==> src/rtl/inv_adder_sample_ctrl_if.sv <==
// Host-side job request / result handshake bundle for inv_adder_sample_ctrl.
// master = host/test logic, slave = sequencer.
interface inv_adder_sample_ctrl_if #(
  parameter int CNT_W = 16
);
  logic             req_valid;
  logic             req_ready;
  logic [1:0]       req_mode;
  logic [3:0]       req_a;
  logic [3:0]       req_b;
  logic [3:0]       req_sum;
  logic [3:0]       req_i0;
  logic             req_upd;
  logic [CNT_W-1:0] req_steps;
  logic             abort;
  logic             res_valid;
  logic             res_ready;
  logic [3:0]       res_a;
  logic [3:0]       res_b;
  logic [3:0]       res_sum;
  logic             res_ovf;

  modport master (
    output req_valid, req_mode, req_a, req_b, req_sum, req_i0, req_upd, req_steps,
    output abort, res_ready,
    input  req_ready, res_valid, res_a, res_b, res_sum, res_ovf
  );

  modport slave (
    input  req_valid, req_mode, req_a, req_b, req_sum, req_i0, req_upd, req_steps,
    input  abort, res_ready,
    output req_ready, res_valid, res_a, res_b, res_sum, res_ovf
  );
endinterface

==> src/rtl/inv_adder_sample_ctrl.sv <==
// Sequencer for the 4-bit invertible p-bit adder: clamp, burn-in, sample N cycles, majority vote.
// Optional I_0 annealing ramp enabled by defining INV_SAMPLER_ANNEAL_EN.
//
// state   | meaning
// IDLE    | adder held in reset, waiting for a job
// CLAMP   | adder in reset with job clamps applied, ones-counters cleared
// SETTLE  | adder running, burn-in, no counting
// SAMPLE  | accumulate each adder output bit for N cycles
// RESOLVE | majority vote into result registers
// DONE    | result valid, waiting for res_ready
module inv_adder_sample_ctrl #(
  parameter int CNT_W       = 16,
  parameter int BURN_CYCLES = 8,
  parameter int ANNEAL_STEP = 64
) (
  input  logic                   clk,
  input  logic                   reset,
  inv_adder_sample_ctrl_if.slave host,
  output logic                   add_reset,
  output logic [1:0]             add_mode,
  output logic                   add_update_mode,
  output logic [3:0]             add_a,
  output logic [3:0]             add_b,
  output logic [3:0]             add_sum,
  output logic [3:0]             add_i0,
  input  logic [3:0]             add_a_out,
  input  logic [3:0]             add_b_out,
  input  logic [3:0]             add_sum_out,
  input  logic                   add_overflow
);

  localparam logic [2:0] S_IDLE    = 3'd0;
  localparam logic [2:0] S_CLAMP   = 3'd1;
  localparam logic [2:0] S_SETTLE  = 3'd2;
  localparam logic [2:0] S_SAMPLE  = 3'd3;
  localparam logic [2:0] S_RESOLVE = 3'd4;
  localparam logic [2:0] S_DONE    = 3'd5;

  localparam logic [CNT_W-1:0] BURN_LOAD = CNT_W'(BURN_CYCLES - 1);

  if (BURN_CYCLES < 1 || ANNEAL_STEP < 1) begin : g_bad_param
    $error("inv_adder_sample_ctrl: BURN_CYCLES and ANNEAL_STEP must be >= 1");
  end

  logic [2:0]       state;
  logic [CNT_W-1:0] timer;
  logic [CNT_W-1:0] steps_lat;
  logic [1:0]       mode_lat;
  logic             upd_lat;
  logic [3:0]       a_lat, b_lat, sum_lat, i0_lat;
  logic [CNT_W-1:0] ones_cnt [13];
  logic [12:0]      samp;
  logic [12:0]      vote;
  logic [3:0]       res_a_q, res_b_q, res_sum_q;
  logic             res_ovf_q;
  logic             accept;
  logic             in_job;

  assign host.req_ready = (state == S_IDLE) && !reset;
  assign accept         = host.req_valid && host.req_ready;
  assign in_job         = (state == S_CLAMP) || (state == S_SETTLE) ||
                          (state == S_SAMPLE) || (state == S_RESOLVE);
  assign samp           = {add_overflow, add_sum_out, add_b_out, add_a_out};

  // Tie (2*count == N) resolves to 0; the doubled count needs the extra bit.
  always_comb begin
    vote = '0;
    for (int i = 0; i < 13; i++) begin
      vote[i] = ({ones_cnt[i], 1'b0} > {1'b0, steps_lat});
    end
  end

  always_ff @(posedge clk) begin
    if (reset) begin
      state     <= S_IDLE;
      timer     <= '0;
      steps_lat <= '0;
      mode_lat  <= '0;
      upd_lat   <= 1'b0;
      a_lat     <= '0;
      b_lat     <= '0;
      sum_lat   <= '0;
      i0_lat    <= '0;
      res_a_q   <= '0;
      res_b_q   <= '0;
      res_sum_q <= '0;
      res_ovf_q <= 1'b0;
      for (int i = 0; i < 13; i++) ones_cnt[i] <= '0;
    end else if (in_job && host.abort) begin
      state <= S_IDLE;
    end else begin
      case (state)
        S_IDLE: begin
          if (accept) begin
            mode_lat  <= host.req_mode;
            upd_lat   <= host.req_upd;
            a_lat     <= host.req_a;
            b_lat     <= host.req_b;
            sum_lat   <= host.req_sum;
            i0_lat    <= host.req_i0;
            steps_lat <= (host.req_steps == '0) ? CNT_W'(1) : host.req_steps;
            state     <= S_CLAMP;
          end
        end
        S_CLAMP: begin
          for (int i = 0; i < 13; i++) ones_cnt[i] <= '0;
          timer <= BURN_LOAD;
          state <= S_SETTLE;
        end
        S_SETTLE: begin
          if (timer == '0) begin
            timer <= steps_lat - CNT_W'(1);
            state <= S_SAMPLE;
          end else begin
            timer <= timer - CNT_W'(1);
          end
        end
        S_SAMPLE: begin
          for (int i = 0; i < 13; i++) begin
            ones_cnt[i] <= ones_cnt[i] + {{(CNT_W-1){1'b0}}, samp[i]};
          end
          if (timer == '0) state <= S_RESOLVE;
          else             timer <= timer - CNT_W'(1);
        end
        S_RESOLVE: begin
          res_a_q   <= vote[3:0];
          res_b_q   <= vote[7:4];
          res_sum_q <= vote[11:8];
          res_ovf_q <= vote[12];
          state     <= S_DONE;
        end
        S_DONE: begin
          if (host.res_ready) state <= S_IDLE;
        end
        default: state <= S_IDLE;
      endcase
    end
  end

  assign host.res_valid = (state == S_DONE);
  assign host.res_a     = res_a_q;
  assign host.res_b     = res_b_q;
  assign host.res_sum   = res_sum_q;
  assign host.res_ovf   = res_ovf_q;

  assign add_reset       = reset || (state == S_IDLE) || (state == S_CLAMP) || (state == S_DONE);
  assign add_mode        = mode_lat;
  assign add_update_mode = upd_lat;
  assign add_a           = a_lat;
  assign add_b           = b_lat;
  assign add_sum         = sum_lat;

`ifdef INV_SAMPLER_ANNEAL_EN
  localparam logic [CNT_W-1:0] ANN_LOAD = CNT_W'(ANNEAL_STEP - 1);

  logic [3:0]       i0_cur;
  logic [CNT_W-1:0] ann_tmr;

  // Ramp starts at the accept edge so CLAMP already sees I_0 = 1.
  always_ff @(posedge clk) begin
    if (reset) begin
      i0_cur  <= '0;
      ann_tmr <= '0;
    end else if (accept) begin
      i0_cur  <= (host.req_i0 == 4'd0) ? 4'd0 : 4'd1;
      ann_tmr <= ANN_LOAD;
    end else if (state == S_SETTLE || state == S_SAMPLE) begin
      if (ann_tmr == '0) begin
        ann_tmr <= ANN_LOAD;
        if (i0_cur < i0_lat) i0_cur <= i0_cur + 4'd1;
      end else begin
        ann_tmr <= ann_tmr - CNT_W'(1);
      end
    end
  end

  assign add_i0 = i0_cur;
`else
  assign add_i0 = i0_lat;
`endif

endmodule

==> src/flat_wrapper.sv <==
// flat-port wrapper written by rule: the top's interface ports become plain ports
module inv_adder_sample_ctrl_flat 
#(
  parameter int CNT_W       = 16,
  parameter int BURN_CYCLES = 8,
  parameter int ANNEAL_STEP = 64
)
  (clk, reset, add_reset, add_mode, add_update_mode, add_a, add_b, add_sum, add_i0, add_a_out, add_b_out, add_sum_out, add_overflow, host_req_valid, host_req_mode, host_req_a, host_req_b, host_req_sum, host_req_i0, host_req_upd, host_req_steps, host_abort, host_res_ready, host_req_ready, host_res_valid, host_res_a, host_res_b, host_res_sum, host_res_ovf);
  inv_adder_sample_ctrl_if #(.CNT_W(CNT_W)) host_i ();
  input  logic clk;
  input  logic reset;
  output logic add_reset;
  output logic [1:0] add_mode;
  output logic add_update_mode;
  output logic [3:0] add_a;
  output logic [3:0] add_b;
  output logic [3:0] add_sum;
  output logic [3:0] add_i0;
  input  logic [3:0] add_a_out;
  input  logic [3:0] add_b_out;
  input  logic [3:0] add_sum_out;
  input  logic add_overflow;
  input wire logic [$bits(host_i.req_valid)-1:0] host_req_valid;
  input wire logic [$bits(host_i.req_mode)-1:0] host_req_mode;
  input wire logic [$bits(host_i.req_a)-1:0] host_req_a;
  input wire logic [$bits(host_i.req_b)-1:0] host_req_b;
  input wire logic [$bits(host_i.req_sum)-1:0] host_req_sum;
  input wire logic [$bits(host_i.req_i0)-1:0] host_req_i0;
  input wire logic [$bits(host_i.req_upd)-1:0] host_req_upd;
  input wire logic [$bits(host_i.req_steps)-1:0] host_req_steps;
  input wire logic [$bits(host_i.abort)-1:0] host_abort;
  input wire logic [$bits(host_i.res_ready)-1:0] host_res_ready;
  output wire logic [$bits(host_i.req_ready)-1:0] host_req_ready;
  output wire logic [$bits(host_i.res_valid)-1:0] host_res_valid;
  output wire logic [$bits(host_i.res_a)-1:0] host_res_a;
  output wire logic [$bits(host_i.res_b)-1:0] host_res_b;
  output wire logic [$bits(host_i.res_sum)-1:0] host_res_sum;
  output wire logic [$bits(host_i.res_ovf)-1:0] host_res_ovf;
  assign host_i.req_valid = host_req_valid;
  assign host_i.req_mode = host_req_mode;
  assign host_i.req_a = host_req_a;
  assign host_i.req_b = host_req_b;
  assign host_i.req_sum = host_req_sum;
  assign host_i.req_i0 = host_req_i0;
  assign host_i.req_upd = host_req_upd;
  assign host_i.req_steps = host_req_steps;
  assign host_i.abort = host_abort;
  assign host_i.res_ready = host_res_ready;
  assign host_req_ready = host_i.req_ready;
  assign host_res_valid = host_i.res_valid;
  assign host_res_a = host_i.res_a;
  assign host_res_b = host_i.res_b;
  assign host_res_sum = host_i.res_sum;
  assign host_res_ovf = host_i.res_ovf;
  inv_adder_sample_ctrl #(.CNT_W(CNT_W), .BURN_CYCLES(BURN_CYCLES), .ANNEAL_STEP(ANNEAL_STEP)) u_core (.clk(clk), .reset(reset), .host(host_i), .add_reset(add_reset), .add_mode(add_mode), .add_update_mode(add_update_mode), .add_a(add_a), .add_b(add_b), .add_sum(add_sum), .add_i0(add_i0), .add_a_out(add_a_out), .add_b_out(add_b_out), .add_sum_out(add_sum_out), .add_overflow(add_overflow));
endmodule
==> config.mk <==
export PLATFORM = sky130hd
export DESIGN_NAME = inv_adder_sample_ctrl_flat
export DESIGN_NICKNAME = d
export VERILOG_FILES = /design/src/rtl/inv_adder_sample_ctrl_if.sv /design/src/rtl/inv_adder_sample_ctrl.sv /design/src/flat_wrapper.sv
export SDC_FILE = /design/constraint.sdc
export NUM_CORES = 1
export LEC_CHECK = 0
export CORE_MARGIN = 3
export CORE_UTILIZATION = 50
export CTS_CLUSTER_DIAMETER = 80
export DETAILED_ROUTE_END_ITERATION = 12
export PLACE_DENSITY = 0.7
export SLEW_MARGIN = 0
export SYNTH_ARGS = -nofsm -noshare
export SYNTH_HDL_FRONTEND = slang
export SYNTH_SLANG_ARGS = --single-unit
==> constraint.sdc <==
create_clock -name clk -period 6.8 [get_ports clk]
set_clock_uncertainty 0.05 [all_clocks]
set_input_delay 1.02 -clock clk [delete_from_list [all_inputs] [get_ports clk]]
set_output_delay 1.02 -clock clk [all_outputs]
set_load 0.005 [all_outputs]
==> results.md, run 1 <==
- WS Path Type: input port to output pin
- Critical-path top delay cell: buf_4
- # placed instances: about 2400
- # diodes: 0
- CP Launch Type: input port
- CP required: approximately 5.7 ns
- Fill cells: ~3000
- Switch Pwr: 1480 uW
- Port Buffers: 87
- Synth Register Bits: roughly 280
- Top FF cell, synth: edfxtp_1
- Syn-to-layout area delta: 13.8%
- Hold Buf Count CTS: 0
- Adder-Cell Fraction of Synth Area: approximately 16%
- Setup Fix Bufs, Post-CTS: 0
- DR vias: 14316
- Post-synth top area cell: edfxtp_1
- Via/cell ratio: just under 6
- Crit share post-route: between 50% and 60%
- Pre-antenna DRT Iters: 6
- Rel. slew slack: between 10% and 20%
- Vias in the first global route: around 14000
- Ordered list of cells on the worst path: buf_2 > buf_4 > o21bai_1 > clkdlybuf4s50_1
- Largest net degree at the start of global routing: ~100
- Largest family of logic cells by synthesized area: simple AND/OR/NAND/NOR gates
- Gpl congestion: between 0.8 and 0.9
- Initial antenna violation count: 0
- Syn_nets: 2128
- Total gr overflow: 0
- Pwr Density: around 240 nW/um^2
- CTS tree: yes
- RSZ-0062 raised after global routing: false
- Clock power frac: 37.5%
- Crit-path max cell delay: 0.54 ns
- Post-synthesis xor/xnor area fraction: under 10%
- Top cells by area, synth: edfxtp_1 32%, ha_1 16%, dfxtp_1 9.3%, xor2_1 5.8%, nor2_1 5.6%
- Sw Share: 29.7%
- Cts repair resizes: 0
- Finish-stage setup viols: 0
- Inserted Clock Buffers: 34
- First-pass GRT wire length: just over 70000 um
- Clock Latency Late Sink: roughly 0.52 ns
- Post-synth ARST share: 0%
- Initial core utilization: 51.3%
- Share of cells above drive strength 1: under 10%
- Run status: finished, final reports clean
- Post-Syn Area: 17900 sq um
- Yosys warning count: 0
- Top-count cell post-synth: nor2_1
- Part of the power in registers: about two fifths
- Post-layout min period: about 3.7 ns
- Setup TNS: 0 ns
- Clock-pin slew on the worst setup and hold paths: about 0.060 ns
- Worst Hold Class: flip-flop to flip-flop
- Fmax: between 0.2 and 0.3 GHz
- Mux share of post-synthesis cell area: less than 1%
- Total Routing Usage GR: between 20% and 30%
- Final wirelength: ~45000 um
- Die height: around 200 um
- Core area: around 35000 sq um
- Initial DRC Count: ~1100
- # DRC: 0
- Routed WL per cell: 18.7 um
- Part of the Yosys area used for sequential elements: 41.5%
- Fin cells: between 2000 and 2500
- Worst path arrival time: ~2.6 ns
- Distinct cells, synth: between 60 and 70
- Mapped Cells: approximately 1900
- Final hold vios: 0
- VDD IR max: approximately 180 uV
- IO Pins: 88
- Static Leak: between 0.007 and 0.008 uW
- CTS Sinks: 275
- Simple-gate area share of the yosys netlist: a little over a fifth
- Max Cap Viol: 0
- Site Rows: roughly 70
- Comb pwr share: about a fifth
- Die ar.: ~38000 sq um
- Crit. End Element: output pin
- ANT nets after route: 0
- EDFF count, synth: around 190
- Clock buffer depth: 3
- Most frequent cells after synthesis: 267 x nor2_1, 223 x ha_1, 192 x edfxtp_1
- Syn avg cell area: 9.67 sq um
- Slew Limit Fails: 0
- CTS root buf: clkbuf_16
- Die W: around 200 um
- Post-DP HPWL: 29000 um
- Fin nets: between 2000 and 2500
- Synth Area in Compound Gates: about a tenth
- Power Internal: approximately 3500 uW
- Synth top area share: 32.2%
- CP Max Fanout: 53
- H-tree level count: 2
- Worst slew pin tran: between 1 and 1.5 ns
routing by layer:
layer / track usage, % / wire length [um]
met4: 6.81 / 1200
met5: 0 / 0
met3: 2.76 / 2180
met2: 38.7 / 20900
met1: 32.4 / 21000
cell usage in the layout, fill, tap and decap left out, types with 20 or more instances in the layout:
master,netlist,layout
a21oi_1,81,81
and2_1,30,30
and3_1,47,47
clkbuf_16,0,37
clkdlybuf4s50_1,0,86
dfxtp_1,83,83
edfxtp_1,192,192
ha_1,223,223
inv_1,35,35
nand2_1,162,162
nand3_1,82,82
nand3b_1,21,21
nand4_1,67,67
nor2_1,267,267
nor2b_1,26,25
nor3_1,20,20
o21ai_0,72,72
o31ai_1,22,22
xnor2_1,62,62
xor2_1,119,119
path summary, 6_finish.rpt:
| kind | slack, ns | depth (start not counted) | end | from |
|---|---|---|---|---|
| setup / recovery | 3.11 | 4 | add_reset | reset |
| hold / removal | 0.42 | 2 | u_core.timer[11] | u_core.timer[11] |
| setup reg to reg | 3.43 | 4 | u_core.ones_cnt[1][7] | u_core.state[0] |
| hold reg to reg | 0.42 | 2 | u_core.timer[11] | u_core.timer[11] |
state kept, by name, indices dropped and copies added, names as in the netlist:
register / count
u_core.add_a: 4
u_core.host.res_b: 4
u_core.add_i0: 4
u_core.timer: 16
u_core.host.res_a: 4
u_core.host.res_sum: 4
u_core.add_sum: 4
u_core.steps_lat: 16
u_core.state: 3
u_core.ones_cnt: 208
u_core.host.res_ovf: 1
u_core.add_b: 4
u_core.add_update_mode: 1
u_core.add_mode: 2
kinds of logic after synthesis:
kind of cell / after synthesis
buffers and inverters: 88
AOI/OAI and AO/OA: 280
and+or+nand+nor: 794
adders and majority gates: 223
xor gates and xnor gates: 181
muxes: 11
DFF: 275
layout make-up:
| type | count | area, sq um | share of cell area (%) |
|---|---|---|---|
| clock buffer | 46 | 960 | 4.71 |
| multi-input combinational | 1489 | 10100 | 49.8 |
| sequential | 275 | 7430 | 36.4 |
| inverter | 35 | 131 | 0.644 |
| tap | 455 | 569 | 2.79 |
| timing repair buffer | 102 | 978 | 4.80 |
| clock inverter | 16 | 179 | 0.878 |
critical path, delay by kind of cell:
| kind | cells | cell delay [ns] |
|---|---|---|
| compound gates | 1 | 0.19 |
| buf+inv | 3 | 1.40 |
power groups by stage:
stage                     clock (uW)  combinational, uW  sequential, uW
after detailed placement           0               1010            2110
after floorplan                    0                726            2070
after CTS                       1900               1020            2080
after global placement             0                977            2110
final                           1870               1030            2080
after global routing            1960               1170            2100
metrics by stage:
step | total power [uW] | util (%) | setup slack (ns) | hold slack (ns) | cell area [sq um]
5_1_grt | 5230 | 58.4 | 2.98 | 0.435 | 20400
3_3_place_gp | 3080 | 55.2 | 2.70 | 0.402 | 19200
3_5_place_dp | 3120 | 55.2 | 2.66 | 0.411 | 19200
2_1_floorplan | 2800 | - | 3.18 | 0.386 | 17900
6_report | 4980 | 58.4 | 3.11 | 0.420 | 20400
4_1_cts | 5000 | 58.4 | 3.09 | 0.419 | 20400
(Power assumes the default switching activity.)
==> inputs of run 2 (changes only) <==
- PLACE_DENSITY: 0.7 -> 0.73
- clock period: 6.8 -> 3.3 ns (I/O delays scaled with it)
==> run 2 against run 1 <==
  * Global-route usage rose by 0.12 points
  * Critical path depth increased by 4
  * Non-clock buffer count increased by 22
  * Sequential power is 110% higher
  * Core utilization up 0.45 points
  * Routed wire length is 0.83% higher
  * Clock power rose by 93%
  * Clock-buffer cell count grew 5
  * Via count increased by 0.95%
  * Largest power group unchanged
==> results.md, run 2 (synthesis gave the netlist of run 1 again) <==
- Total gr overflow: 0
- Via/cell ratio: ~5.9
- Clock buffer depth: 3
- Total Routing Usage GR: a little under a quarter
- Hold EP: u_core.add_b[0]
- Most frequent cells in the layout: 267 x nor2_1, 223 x ha_1, 192 x edfxtp_1
- First-pass GRT wire length: 73400 um
- Worst slew pin tran: between 1 and 1.5 ns
- Routed WL per cell: roughly 19 um
- Gpl congestion: approximately 0.93
- # DRC: 0
- Core area: roughly 35000 sq um
- Share of cells above drive strength 1: ~5.4%
- DR vias: roughly 14000
- Finish-stage setup viols: 0
- # diodes: 0
- Pre-antenna DRT Iters: 7
- Post-DP HPWL: between 30000 and 40000 um
- Internal reg-to-reg setup slack: 0.40 ns
- ANT nets after route: 0
- Fin cells: between 2000 and 2500
- Run status: finished, final reports clean
- CP Max Fanout: 12
- Largest registers: u_core.ones_cnt (208), u_core.steps_lat (16), u_core.timer (16)
- Crit. End Element: flip-flop
- Hold Buf Count CTS: 0
- H-tree level count: 2
- Initial antenna violation count: 0
- Clock-pin slew on the worst setup and hold paths: 0.06 ns
- Inserted Clock Buffers: 34
- Critical-path top delay cell: o41a_1
- WS Path Type: flip-flop to flip-flop
- Setup Fix Bufs, Post-CTS: 0
- Die height: slightly below 200 um
- Buf+Inv Stages, Crit Path: 1
- CP required: between 3 and 4 ns
- CP Launch Type: flip-flop
- Initial DRC Count: approximately 1100
- Cts repair resizes: 0
- Worst path arrival time: about 3.3 ns
- Max Cap Viol: 0
- Fin nets: about 2200
- Met3 Use GR: around 3.3%
- Crit share post-route: roughly 88%
- Pwr Density: 490 nW/um^2
- Die W: 195 um
- IO Pins: between 80 and 90
- Vias in the first global route: between 10000 and 15000
- FF-to-FF path depth: 8
- Ordered list of cells on the worst path: inv_1 > ha_1 > nor3b_1 > nand3_2 > o41a_1 > nor2_2 > o21ai_0 > o311ai_0
- CTS root buf: clkbuf_16
- CTS tree: yes
- Final hold vios: 0
- Largest register FFs: 208
- Hold Path Depth: 2
- Largest net degree at the start of global routing: between 60 and 70
- Top Family by Delay on Critical Path: simple AND/OR/NAND/NOR gates
- VDD IR max: 406 uV
- Top Usage Layer GRT: met2
- Site Rows: 68
- Worst Hold Class: flip-flop to flip-flop
- Global-route met2 utilization: 37.4%
- Crit-path max cell delay: ~0.52 ns
- Setup TNS: 0 ns
- Die ar.: roughly 38000 sq um
- # placed instances: 2378
- Static Leak: between 0.007 and 0.008 uW
- Rel. slew slack: between 20% and 30%
- Final wirelength: between 40000 and 50000 um
- Worst R2R End: u_core.timer[9]
- GRT met1 Usage: 32.6%
- Leading cell type in the layout, fill and taps excluded: nor2_1
- Fill cells: ~3000
- Slew Limit Fails: 0
- Most flop-heavy register: u_core.ones_cnt
- Post-layout min period: 2.90 ns
- Worst r2r src: u_core.timer[0]
- Syn-to-layout area delta: 14.7%
- CTS Sinks: approximately 280
- Clock Latency Late Sink: 0.53 ns
- Port Buffers: between 80 and 90
- Initial core utilization: about half
- RSZ-0062 raised after global routing: false
- Origin of the worst min-delay path: u_core.add_b[0]
- Fmax: between 0.3 and 0.4 GHz
- Fin Hold WS: approximately 0.43 ns
[run 2: layout make-up]
| type | instances | area [sq um] | share of cell area [%] |
|---|---|---|---|
| Multi-Input combinational cell | 1489 | 10100 | 49.4 |
| Clock buffer | 51 | 965 | 4.70 |
| Clock inverter | 11 | 103 | 0.499 |
| Sequential cell | 275 | 7430 | 36.2 |
| Tap cell | 455 | 569 | 2.77 |
| Inverter | 35 | 131 | 0.639 |
| Timing Repair Buffer | 124 | 1210 | 5.87 |
[run 2: metal layers]
| layer | wire length, um | vias to the layer above |
|---|---|---|
| met5 | 0 | - |
| li1 | - | 7012 |
| met3 | 2940 | 104 |
| met1 | 20200 | 6888 |
| met2 | 20800 | 448 |
| met4 | 1700 | 0 |
[run 2: worst min-delay path, delay by kind of cell, from the launching register on]
kind / cells / cell delay, ns
DFF: 1 / 0.31
and+or+nand+nor: 2 / 0.13
[run 2: worst max-delay path by stage]
stage / from / end / cells past startpoint
finish: u_core.timer[0] / u_core.timer[9] / 8
global route: u_core.timer[0] / u_core.timer[9] / 8
CTS: u_core.steps_lat[4] / u_core.host.res_a[2] / 9
detailed placement: u_core.timer[0] / u_core.timer[9] / 8
global placement: u_core.timer[0] / u_core.timer[9] / 8
floorplan: host_abort / u_core.ones_cnt[0][16] / 4
[run 2: power by group]
| group | switching [uW] | leakage, uW | internal (uW) |
|---|---|---|---|
| registers | 287 | 0.00269 | 3990 |
| logic | 1290 | 0.00460 | 900 |
| clock network | 1490 | 0.000518 | 2110 |
[run 2: stage by stage]
step / worst slack, ns / utilization, % / cell area [sq um] / total power, uW
3_3_place_gp: 0.610 / 55.8 / 19500 / 6400
3_5_place_dp: 0.471 / 55.8 / 19500 / 6480
6_report: 0.404 / 58.9 / 20500 / 10100
4_1_cts: 0.440 / 58.9 / 20500 / 10100
2_1_floorplan: 0.200 / - / 17900 / 5760
5_1_grt: 0.137 / 58.9 / 20500 / 10600
==> inputs of run 3 (changes only) <==
- CORE_UTILIZATION: 50 -> 40
- PLACE_DENSITY: 0.73 -> 0.59
- clock period: 3.3 -> 3.5 ns (I/O delays scaled with it)
==> run 3 against run 2 <==
  * Final area is 1.1% higher
  * Largest cell class unchanged
  * Critical path depth unchanged
  * Die area increased by 24%
==> results.md, run 3 (synthesis gave the netlist of run 1 again) <==
- Run status: finished, final reports clean
- Fin Hold WS: a little over 0.4 ns
- Most frequent cells in the layout: 267 x nor2_1, 223 x ha_1, 192 x edfxtp_1
- Via/cell ratio: ~5.6
- Final wirelength: roughly 48000 um
- RSZ-0062 raised after global routing: false
- Max Cap Viol: 0
- IO Pins: 88
- Setup TNS: 0 ns
- Setup Fix Bufs, Post-CTS: 0
- Die W: approximately 220 um
- CP Launch Type: flip-flop
- Largest net degree at the start of global routing: 58
- Total gr overflow: 0
- Hold Buf Count CTS: 0
- CTS Sinks: around 280
- DR vias: 14348
- Routed WL per cell: 18.7 um
- Worst Hold Class: flip-flop to flip-flop
- Clock buffer depth: 3
- # diodes: 0
- CP Max Fanout: 12
- Port Buffers: 87
- Post-DP HPWL: 32300 um
- Share of cells above drive strength 1: under 10%
- Cts repair resizes: 0
- CTS root buf: clkbuf_16
- Initial DRC Count: between 900 and 1000
- Fill cells: 4137
- Final hold vios: 0
- # DRC: 0
- CTS tree: yes
- Tot Pwr: 9750 uW
- Core area: between 40000 and 50000 sq um
- First-pass GRT wire length: 76400 um
- Largest register FFs: around 210
- Crit share post-route: 82.4%
- Die ar.: 47300 sq um
- Most flop-heavy register: u_core.ones_cnt
- Largest registers: u_core.ones_cnt (208), u_core.steps_lat (16), u_core.timer (16)
- Post-layout min period: just under 3 ns
- Inserted Clock Buffers: 35
- Initial antenna violation count: 1
- Clock Latency Late Sink: 0.55 ns
- Pre-antenna DRT Iters: 5
- # placed instances: 2505
- Rel. slew slack: approximately a fifth
- Crit. End Element: flip-flop
- Finish-stage setup viols: 0
- Slew Limit Fails: 0
- H-tree level count: 2
- ANT nets after route: 0
- WS Path Type: flip-flop to flip-flop
- FF-to-FF path depth: 8
- Initial core utilization: about two fifths
- VDD IR max: around 380 uV
- Hold Path Depth: 2
- Leading cell type in the layout, fill and taps excluded: nor2_1
- Fmax: between 0.3 and 0.4 GHz
- Clock-pin slew on the worst setup and hold paths: ~0.060 ns
- Static Leak: between 0.007 and 0.008 uW
- Site Rows: 76
- Worst slew pin tran: about 1.2 ns
- Gpl congestion: around 0.87
- Syn-to-layout area delta: 16.0%
- Fin nets: roughly 2200
- CP required: around 4 ns
- Pwr Density: around 470 nW/um^2
- Worst path arrival time: approximately 3.3 ns
- Total Routing Usage GR: 20.3%
- Vias in the first global route: around 14000
- Fin cells: about 2600
- Die height: about 220 um
==> run 3: routing by layer <==
layer	wire length (um)	track usage, %
met1	22800	28.3
met2	21600	32.1
met3	2020	2.77
met4	1720	8.02
met5	0	0
==> run 3: path summary, 6_finish.rpt <==
path,slack (ns),endpoint,start
max,0.62,u_core.timer[9],u_core.timer[0]
min,0.41,u_core.timer[11],u_core.timer[11]
max reg2reg,0.62,u_core.timer[9],u_core.timer[0]
min reg2reg,0.41,u_core.timer[11],u_core.timer[11]
==> run 3: cell type report <==
cell class,count,area (sq um),area share [%]
Clock buffer,54,997,4.80
Timing Repair Buffer,121,1210,5.82
Sequential cell,275,7430,35.7
Multi-Input combinational cell,1489,10100,48.8
Clock inverter,10,136,0.656
Inverter,35,131,0.632
Tap cell,585,732,3.52
==> run 3: metrics by stage <==
step           instance area, sq um  utilization [%]  setup slack, ns
3_3_place_gp                  19600             45.0            0.669
4_1_cts                       20800             47.6            0.672
5_1_grt                       20800             47.6            0.340
3_5_place_dp                  19600             45.0            0.661
2_1_floorplan                 17900                -            0.370
6_report                      20800             47.6            0.617
==> run 3: critical path: stages (launching register included) <==
cell and delay, ns:
dfxtp_1 0.35, inv_1 0.09, ha_1 0.18, nor3b_1 0.52, nand3_2 0.36, o41a_1 0.52, nor2_2 0.42, o21ai_0 0.17
o311ai_0 0.11
==> run 3: report_power, final <==
group	switching, uW	internal (uW)	leakage, uW
Sequential	267	3760	0.00269
Combinational	1220	843	0.00460
Clock	1470	2190	0.000555
